[src/rtl/id_ex_buf_if.sv]
// Handshake bundle between the IF/ID side, the decode buffer and the execute stage.
// Upstream carries raw pc/instr; downstream carries the decoded head packet and occupancy.
interface id_ex_buf_if #(
   parameter int XLEN  = 32,
   parameter int DEPTH = 2
) ();
   localparam int CW = $clog2(DEPTH + 1);

   logic            in_valid;
   logic            in_ready;
   logic [XLEN-1:0] in_pc;
   logic [31:0]     in_instr;
   logic            flush;

   logic            out_valid;
   logic            out_ready;
   logic [XLEN-1:0] out_pc;
   logic [6:0]      opcode;
   logic [4:0]      rd;
   logic [2:0]      funct3;
   logic [4:0]      rs1;
   logic [4:0]      rs2;
   logic [6:0]      funct7;
   logic [XLEN-1:0] imm;
   logic            alu_src1;
   logic            alu_src2;
   logic [1:0]      alu_op;
   logic            mem_read;
   logic            mem_write;
   logic            mem_to_reg;
   logic            reg_write;
   logic            is_branch;
   logic            is_jump;
   logic            illegal;
   logic [CW-1:0]   count;

   modport master (
      output in_valid, in_pc, in_instr, flush, out_ready,
      input  in_ready, out_valid, out_pc, opcode, rd, funct3, rs1, rs2, funct7, imm,
             alu_src1, alu_src2, alu_op, mem_read, mem_write, mem_to_reg, reg_write,
             is_branch, is_jump, illegal, count
   );

   modport slave (
      input  in_valid, in_pc, in_instr, flush, out_ready,
      output in_ready, out_valid, out_pc, opcode, rd, funct3, rs1, rs2, funct7, imm,
             alu_src1, alu_src2, alu_op, mem_read, mem_write, mem_to_reg, reg_write,
             is_branch, is_jump, illegal, count
   );
endinterface

[src/rtl/id_ex_buf.sv]
// RV32I/RV64I decoder feeding a DEPTH-entry elastic buffer; one cycle from accept to head.
// in_ready depends only on occupancy; flush clears everything on the next edge.
module id_ex_buf #(
   parameter int XLEN  = 32,
   parameter int DEPTH = 2
) (
   input logic          clk_i,
   input logic          rstn_i,
   id_ex_buf_if.slave   bus
);
   localparam int CW = $clog2(DEPTH + 1);
   localparam int PW = (DEPTH > 1) ? $clog2(DEPTH) : 1;

   localparam logic [6:0] OP_LUI    = 7'b0110111;
   localparam logic [6:0] OP_AUIPC  = 7'b0010111;
   localparam logic [6:0] OP_JAL    = 7'b1101111;
   localparam logic [6:0] OP_JALR   = 7'b1100111;
   localparam logic [6:0] OP_BRANCH = 7'b1100011;
   localparam logic [6:0] OP_LOAD   = 7'b0000011;
   localparam logic [6:0] OP_STORE  = 7'b0100011;
   localparam logic [6:0] OP_IMM    = 7'b0010011;
   localparam logic [6:0] OP_REG    = 7'b0110011;

   typedef struct packed {
      logic [XLEN-1:0] pc;
      logic [6:0]      opcode;
      logic [4:0]      rd;
      logic [2:0]      funct3;
      logic [4:0]      rs1;
      logic [4:0]      rs2;
      logic [6:0]      funct7;
      logic [XLEN-1:0] imm;
      logic            alu_src1;
      logic            alu_src2;
      logic [1:0]      alu_op;
      logic            mem_read;
      logic            mem_write;
      logic            mem_to_reg;
      logic            reg_write;
      logic            is_branch;
      logic            is_jump;
      logic            illegal;
   } pkt_t;

   pkt_t        dec;
   pkt_t        head;
   logic [31:0] ins;
   logic [31:0] imm32;
   logic        wr;

   always_comb begin
      ins        = bus.in_instr;
      imm32      = '0;
      wr         = 1'b0;
      dec        = '0;
      dec.pc     = bus.in_pc;
      dec.opcode = ins[6:0];
      dec.rd     = ins[11:7];
      dec.funct3 = ins[14:12];
      dec.rs1    = ins[19:15];
      dec.rs2    = ins[24:20];
      dec.funct7 = ins[31:25];
      case (ins[6:0])
         OP_LUI: begin
            dec.rs1      = '0;
            imm32        = {ins[31:12], 12'b0};
            dec.alu_src2 = 1'b1;
            wr           = 1'b1;
         end
         OP_AUIPC: begin
            imm32        = {ins[31:12], 12'b0};
            dec.alu_src1 = 1'b1;
            dec.alu_src2 = 1'b1;
            wr           = 1'b1;
         end
         OP_JAL: begin
            imm32        = {{11{ins[31]}}, ins[31], ins[19:12], ins[20], ins[30:21], 1'b0};
            dec.alu_src1 = 1'b1;
            dec.is_jump  = 1'b1;
            wr           = 1'b1;
         end
         OP_JALR: begin
            imm32        = {{20{ins[31]}}, ins[31:20]};
            dec.alu_src1 = 1'b1;
            dec.alu_src2 = 1'b1;
            dec.is_jump  = 1'b1;
            wr           = 1'b1;
         end
         OP_BRANCH: begin
            imm32         = {{19{ins[31]}}, ins[31], ins[7], ins[30:25], ins[11:8], 1'b0};
            dec.alu_op    = 2'b01;
            dec.is_branch = 1'b1;
         end
         OP_LOAD: begin
            imm32          = {{20{ins[31]}}, ins[31:20]};
            dec.alu_src2   = 1'b1;
            dec.mem_read   = 1'b1;
            dec.mem_to_reg = 1'b1;
            wr             = 1'b1;
         end
         OP_STORE: begin
            imm32         = {{20{ins[31]}}, ins[31:25], ins[11:7]};
            dec.alu_src2  = 1'b1;
            dec.mem_write = 1'b1;
         end
         OP_IMM: begin
            imm32        = {{20{ins[31]}}, ins[31:20]};
            dec.alu_src2 = 1'b1;
            dec.alu_op   = 2'b11;
            wr           = 1'b1;
         end
         OP_REG: begin
            dec.alu_op = 2'b10;
            wr         = 1'b1;
         end
         default: dec.illegal = 1'b1;
      endcase
      dec.imm       = XLEN'($signed(imm32));
      // Writes to x0 are architecturally dead, so never request them.
      dec.reg_write = wr & (ins[11:7] != 5'd0);
   end

   pkt_t          mem [DEPTH];
   logic [PW-1:0] wr_ptr;
   logic [PW-1:0] rd_ptr;
   logic [CW-1:0] cnt;
   logic          push;
   logic          pop;

   function automatic logic [PW-1:0] nxt(input logic [PW-1:0] p);
      return (p == PW'(DEPTH - 1)) ? '0 : p + PW'(1);
   endfunction

   assign bus.in_ready  = (cnt < CW'(DEPTH));
   assign bus.out_valid = (cnt != '0);
   assign push          = bus.in_valid & bus.in_ready & ~bus.flush;
   assign pop           = bus.out_valid & bus.out_ready & ~bus.flush;

   always_ff @(posedge clk_i or negedge rstn_i) begin
      if (!rstn_i) begin
         cnt    <= '0;
         wr_ptr <= '0;
         rd_ptr <= '0;
      end else if (bus.flush) begin
         cnt    <= '0;
         wr_ptr <= '0;
         rd_ptr <= '0;
      end else begin
         if (push) wr_ptr <= nxt(wr_ptr);
         if (pop)  rd_ptr <= nxt(rd_ptr);
         case ({push, pop})
            2'b10:   cnt <= cnt + CW'(1);
            2'b01:   cnt <= cnt - CW'(1);
            default: cnt <= cnt;
         endcase
      end
   end

   // Storage needs no reset: an empty buffer masks every entry to a zero bubble.
   always_ff @(posedge clk_i) begin
      if (push) mem[wr_ptr] <= dec;
   end

   assign head = bus.out_valid ? mem[rd_ptr] : '0;

   assign bus.out_pc     = head.pc;
   assign bus.opcode     = head.opcode;
   assign bus.rd         = head.rd;
   assign bus.funct3     = head.funct3;
   assign bus.rs1        = head.rs1;
   assign bus.rs2        = head.rs2;
   assign bus.funct7     = head.funct7;
   assign bus.imm        = head.imm;
   assign bus.alu_src1   = head.alu_src1;
   assign bus.alu_src2   = head.alu_src2;
   assign bus.alu_op     = head.alu_op;
   assign bus.mem_read   = head.mem_read;
   assign bus.mem_write  = head.mem_write;
   assign bus.mem_to_reg = head.mem_to_reg;
   assign bus.reg_write  = head.reg_write;
   assign bus.is_branch  = head.is_branch;
   assign bus.is_jump    = head.is_jump;
   assign bus.illegal    = head.illegal;
   assign bus.count      = cnt;
endmodule

[src/flat_wrapper.sv]
// flat-port wrapper written by rule: the top's interface ports become plain ports
module id_ex_buf_flat 
#(
   parameter int XLEN  = 32,
   parameter int DEPTH = 2
)
  (clk_i, rstn_i, bus_in_valid, bus_in_pc, bus_in_instr, bus_flush, bus_out_ready, bus_in_ready, bus_out_valid, bus_out_pc, bus_opcode, bus_rd, bus_funct3, bus_rs1, bus_rs2, bus_funct7, bus_imm, bus_alu_src1, bus_alu_src2, bus_alu_op, bus_mem_read, bus_mem_write, bus_mem_to_reg, bus_reg_write, bus_is_branch, bus_is_jump, bus_illegal, bus_count);
  id_ex_buf_if #(.XLEN(XLEN), .DEPTH(DEPTH)) bus_i ();
  input logic clk_i;
  input logic rstn_i;
  input wire logic [$bits(bus_i.in_valid)-1:0] bus_in_valid;
  input wire logic [$bits(bus_i.in_pc)-1:0] bus_in_pc;
  input wire logic [$bits(bus_i.in_instr)-1:0] bus_in_instr;
  input wire logic [$bits(bus_i.flush)-1:0] bus_flush;
  input wire logic [$bits(bus_i.out_ready)-1:0] bus_out_ready;
  output wire logic [$bits(bus_i.in_ready)-1:0] bus_in_ready;
  output wire logic [$bits(bus_i.out_valid)-1:0] bus_out_valid;
  output wire logic [$bits(bus_i.out_pc)-1:0] bus_out_pc;
  output wire logic [$bits(bus_i.opcode)-1:0] bus_opcode;
  output wire logic [$bits(bus_i.rd)-1:0] bus_rd;
  output wire logic [$bits(bus_i.funct3)-1:0] bus_funct3;
  output wire logic [$bits(bus_i.rs1)-1:0] bus_rs1;
  output wire logic [$bits(bus_i.rs2)-1:0] bus_rs2;
  output wire logic [$bits(bus_i.funct7)-1:0] bus_funct7;
  output wire logic [$bits(bus_i.imm)-1:0] bus_imm;
  output wire logic [$bits(bus_i.alu_src1)-1:0] bus_alu_src1;
  output wire logic [$bits(bus_i.alu_src2)-1:0] bus_alu_src2;
  output wire logic [$bits(bus_i.alu_op)-1:0] bus_alu_op;
  output wire logic [$bits(bus_i.mem_read)-1:0] bus_mem_read;
  output wire logic [$bits(bus_i.mem_write)-1:0] bus_mem_write;
  output wire logic [$bits(bus_i.mem_to_reg)-1:0] bus_mem_to_reg;
  output wire logic [$bits(bus_i.reg_write)-1:0] bus_reg_write;
  output wire logic [$bits(bus_i.is_branch)-1:0] bus_is_branch;
  output wire logic [$bits(bus_i.is_jump)-1:0] bus_is_jump;
  output wire logic [$bits(bus_i.illegal)-1:0] bus_illegal;
  output wire logic [$bits(bus_i.count)-1:0] bus_count;
  assign bus_i.in_valid = bus_in_valid;
  assign bus_i.in_pc = bus_in_pc;
  assign bus_i.in_instr = bus_in_instr;
  assign bus_i.flush = bus_flush;
  assign bus_i.out_ready = bus_out_ready;
  assign bus_in_ready = bus_i.in_ready;
  assign bus_out_valid = bus_i.out_valid;
  assign bus_out_pc = bus_i.out_pc;
  assign bus_opcode = bus_i.opcode;
  assign bus_rd = bus_i.rd;
  assign bus_funct3 = bus_i.funct3;
  assign bus_rs1 = bus_i.rs1;
  assign bus_rs2 = bus_i.rs2;
  assign bus_funct7 = bus_i.funct7;
  assign bus_imm = bus_i.imm;
  assign bus_alu_src1 = bus_i.alu_src1;
  assign bus_alu_src2 = bus_i.alu_src2;
  assign bus_alu_op = bus_i.alu_op;
  assign bus_mem_read = bus_i.mem_read;
  assign bus_mem_write = bus_i.mem_write;
  assign bus_mem_to_reg = bus_i.mem_to_reg;
  assign bus_reg_write = bus_i.reg_write;
  assign bus_is_branch = bus_i.is_branch;
  assign bus_is_jump = bus_i.is_jump;
  assign bus_illegal = bus_i.illegal;
  assign bus_count = bus_i.count;
  id_ex_buf #(.XLEN(XLEN), .DEPTH(DEPTH)) u_core (.clk_i(clk_i), .rstn_i(rstn_i), .bus(bus_i));
endmodule
[config.mk]
export PLATFORM = sky130hd
export DESIGN_NAME = id_ex_buf_flat
export DESIGN_NICKNAME = d
export VERILOG_FILES = /design/src/rtl/id_ex_buf_if.sv /design/src/rtl/id_ex_buf.sv /design/src/flat_wrapper.sv
export SDC_FILE = /design/constraint.sdc
export NUM_CORES = 1
export LEC_CHECK = 0
export CAP_MARGIN = 0
export CORE_MARGIN = 4
export CORE_UTILIZATION = 55
export DETAILED_ROUTE_END_ITERATION = 10
export PLACE_DENSITY = 0.94
export SYNTH_ARGS = -nofsm -noshare
export SYNTH_HDL_FRONTEND = slang
export SYNTH_SLANG_ARGS = --single-unit
[constraint.sdc]
create_clock -name clk_i -period 20.9 [get_ports clk_i]
set_input_delay 4.18 -clock clk_i [delete_from_list [all_inputs] [get_ports clk_i]]
set_output_delay 4.18 -clock clk_i [all_outputs]
set_load 0.05 [all_outputs]
==> reports/results.txt <==
Worst Hold Slack -> 0.6152 ns
Synthesized area -> 8843 sq um
IO Port Bufs -> 179
Clock network fraction of total power -> 36.2%
Ports -> 180
Top delay family on crit path -> buffers and inverters
Final worst setup slack -> 13.02 ns
# DRC -> 0
Crit-path max FO -> 63
Crit. End Element -> output pin
Leak Pwr -> 3.904 nW
Via Count -> 5384
Initial antenna violation count -> 0
Status -> complete, no violations
Fin util -> 72.76%
Sequential share of power -> 46.8%
Pwr per Cell Area -> 93.40 nW/um^2
Vias in the first global route -> 5618
Fmax achieved -> 126.8 MHz
TritonCTS Buffers -> 22
CTS H-tree lvls -> 1
Max stage delay on crit path -> 0.95 ns
Final setup fails -> 0
Top cell type's share of synthesized area -> 71.99%
Sw Share -> 26.39%
Cell Count, Final, Fillers Out -> 981
First-pass GRT wire length -> 29720 um
Routed wire per std cell -> 19.50 um
Pre-Repair DR Iteration Count -> 8
Crit path cell chain -> buf_4 > mux2i_1 > nor2_1 > clkdlybuf4s50_1
Int Pwr -> 0.7918 mW
Final standard cell area without fillers -> 11520 sq um
Antenna cells -> 0
Synth unique cells -> 40
Post-route ant nets -> 0
Worst-path clk slew -> 0.06 ns
Worst skew pair latency -> 0.49 ns
Worst Path Arrival -> 3.70 ns
Type of the tightest min-delay check -> flip-flop to flip-flop
Worst-margin pin slew -> 1.117 ns
Relative slew slack -> 25.52%
Starting Density -> 55.87%
Core area -> 15830 sq um
Commonest non-fill, non-tap cell in the layout -> edfxtp_1
Total grt overflow -> 0
Total negative setup slack -> 0 ns
Drt total wl -> 19130 um
Flip-flop and latch area -> 6470 sq um
Clk buf depth -> 3
Share of cells above drive strength 1 -> 6.667%
CP startpoint -> u_core.rd_ptr
Seq/Total Area, Yosys -> 73.12%
GP Congestion -> 0.8198
DR iter-0 viols -> 433
Hold Buf Count CTS -> 0
Num rows -> 46
Clk root buf -> clkbuf_16
Gr usage total -> 20.70%
Top cells by area, synth -> edfxtp_1 (72%), mux2i_1 (12%), nor2_1 (4.8%)
CTS sink cnt -> 216
Type of origin of the critical path -> flip-flop
Post-Place Cell Area -> 10780 sq um
Dpl ws -> 13.51 ns
Final period utilization -> 37.72%
Die H -> 134.8 um
Final hold vios -> 0
Critical Path RT -> 16.72 ns
Hold Crit Start -> u_core.wr_ptr
Post-Synthesis Cells -> 573
Start-to-end type of the worst setup path -> flip-flop to output pin
DP HPWL -> 12380 um
Area Growth Syn to Fin -> 30.22%
Nets -> 818
Die Span X -> 134.8 um
RSZ-0062 raised after global routing -> no
Most frequent cells in the layout -> edfxtp_1 (212), clkdlybuf4s50_1 (179), nor2_1 (112)
Postcts setup bufs -> 0
Cts repair resizes -> 0
Die ar. -> 18170 sq um
P_sw -> 0.2838 mW
Filler cell count -> 960
Pin count of the biggest net entering global routing -> 108
Post-Place Cells -> 941
Synth warnings -> 0
Critical R2R Launch -> u_core.bus.count[1]
Gate power share -> 17.0%
CTS tree -> built
Max-cap violations -> 0
Net Count, Synth -> 642
Post-DR vias/cell -> 5.488
CP max-delay cell -> buf_4
Maximum vdd drop -> 0.00008268 V
Largest area contributor in the netlist -> edfxtp_1
Crit path buffers/inverters -> 2
Flop and latch count out of synthesis -> 216
Multi-input gate area -> 2158 sq um
Final worst path period need -> 7.884 ns
Final Skew -> 0.008008 ns
Syn Area/Cell -> 15.43 sq um
Total Power -> 1.076 mW
Max Slew Vio Count -> 0
cells by family after synthesis:
family / synth area share, %
flops: 73.12
simple gates: 7.796
mux: 12.35
compound gates: 3.862
buf+inv: 2.674
xor+xnor: 0.1981
worst min-delay path: stages (launching register included):
cell	delay, ns
dfrtp_1	0.40
xor2_1	0.08
nor2_1	0.09
registers in the layout (all words and copies together), names as in the netlist:
register,cells
u_core.wr_ptr,1
u_core.rd_ptr,1
u_core.mem,212
u_core.bus.count,2
cell type report:
class                   count  area share [%]
multi-input cells         311           18.74
well taps                 216           2.347
flip-flops and latches    216           56.18
repair buffers            185           15.95
clock buffers              30           5.400
inverters                  13          0.4237
clock inverters            10          0.9561
cells in the mapped netlist:
| cell type | count |
|---|---|
| a311o_1 | 1 |
| o21a_1 | 2 |
| and2_1 | 3 |
| nor3b_1 | 1 |
| a31oi_1 | 2 |
| and4bb_2 | 1 |
| and2b_1 | 1 |
| nor3_1 | 3 |
| nand2b_1 | 3 |
| nor2b_1 | 8 |
| inv_1 | 13 |
| a22oi_2 | 1 |
| nand2_2 | 1 |
| o21ai_0 | 11 |
| mux2_2 | 1 |
| o2111ai_1 | 1 |
| o2bb2ai_1 | 12 |
| dfrtp_1 | 4 |
| nor2_1 | 113 |
| nand3_1 | 1 |
| nand2_1 | 5 |
| buf_2 | 15 |
| clkbuf_1 | 8 |
| and4b_1 | 1 |
| buf_4 | 8 |
| nor4_1 | 1 |
| and3_1 | 4 |
| or4_1 | 1 |
| mux2i_1 | 108 |
| a22o_1 | 5 |
| xor2_1 | 2 |
| nand4bb_1 | 1 |
| and3b_2 | 1 |
| a21o_1 | 1 |
| and3b_1 | 3 |
| and4_1 | 1 |
| edfxtp_1 | 212 |
| a22oi_4 | 1 |
| a21oi_1 | 10 |
| buf_6 | 2 |
worst paths after layout:
kind / endpoint / slack [ns] / cells after the start
max: bus_funct7[6] / 13.02 / 4
min: u_core.wr_ptr / 0.62 / 2
max reg2reg: u_core.mem[1][102] / 18.13 / 4
min reg2reg: u_core.wr_ptr / 0.62 / 2
max in group asynchronous: u_core.rd_ptr / 16.81 / 1
min in group asynchronous: u_core.bus.count[1] / 3.89 / 1
layer usage:
layer | track usage [%] | wire (um)
met5 | 0 | 0
met4 | 6.052 | 374
met3 | 4.657 | 1444
met2 | 35.30 | 9598
met1 | 26.85 | 7709
power by group through the flow:
stage,combinational [mW],sequential [mW],clock [mW]
2_1_floorplan,0.121,0.512,0
5_1_grt,0.192,0.504,0.417
6_report,0.183,0.503,0.389
4_1_cts,0.184,0.503,0.399
3_5_place_dp,0.183,0.512,0
3_3_place_gp,0.180,0.511,0
Note: power is estimated with default switching activity, not from simulation.
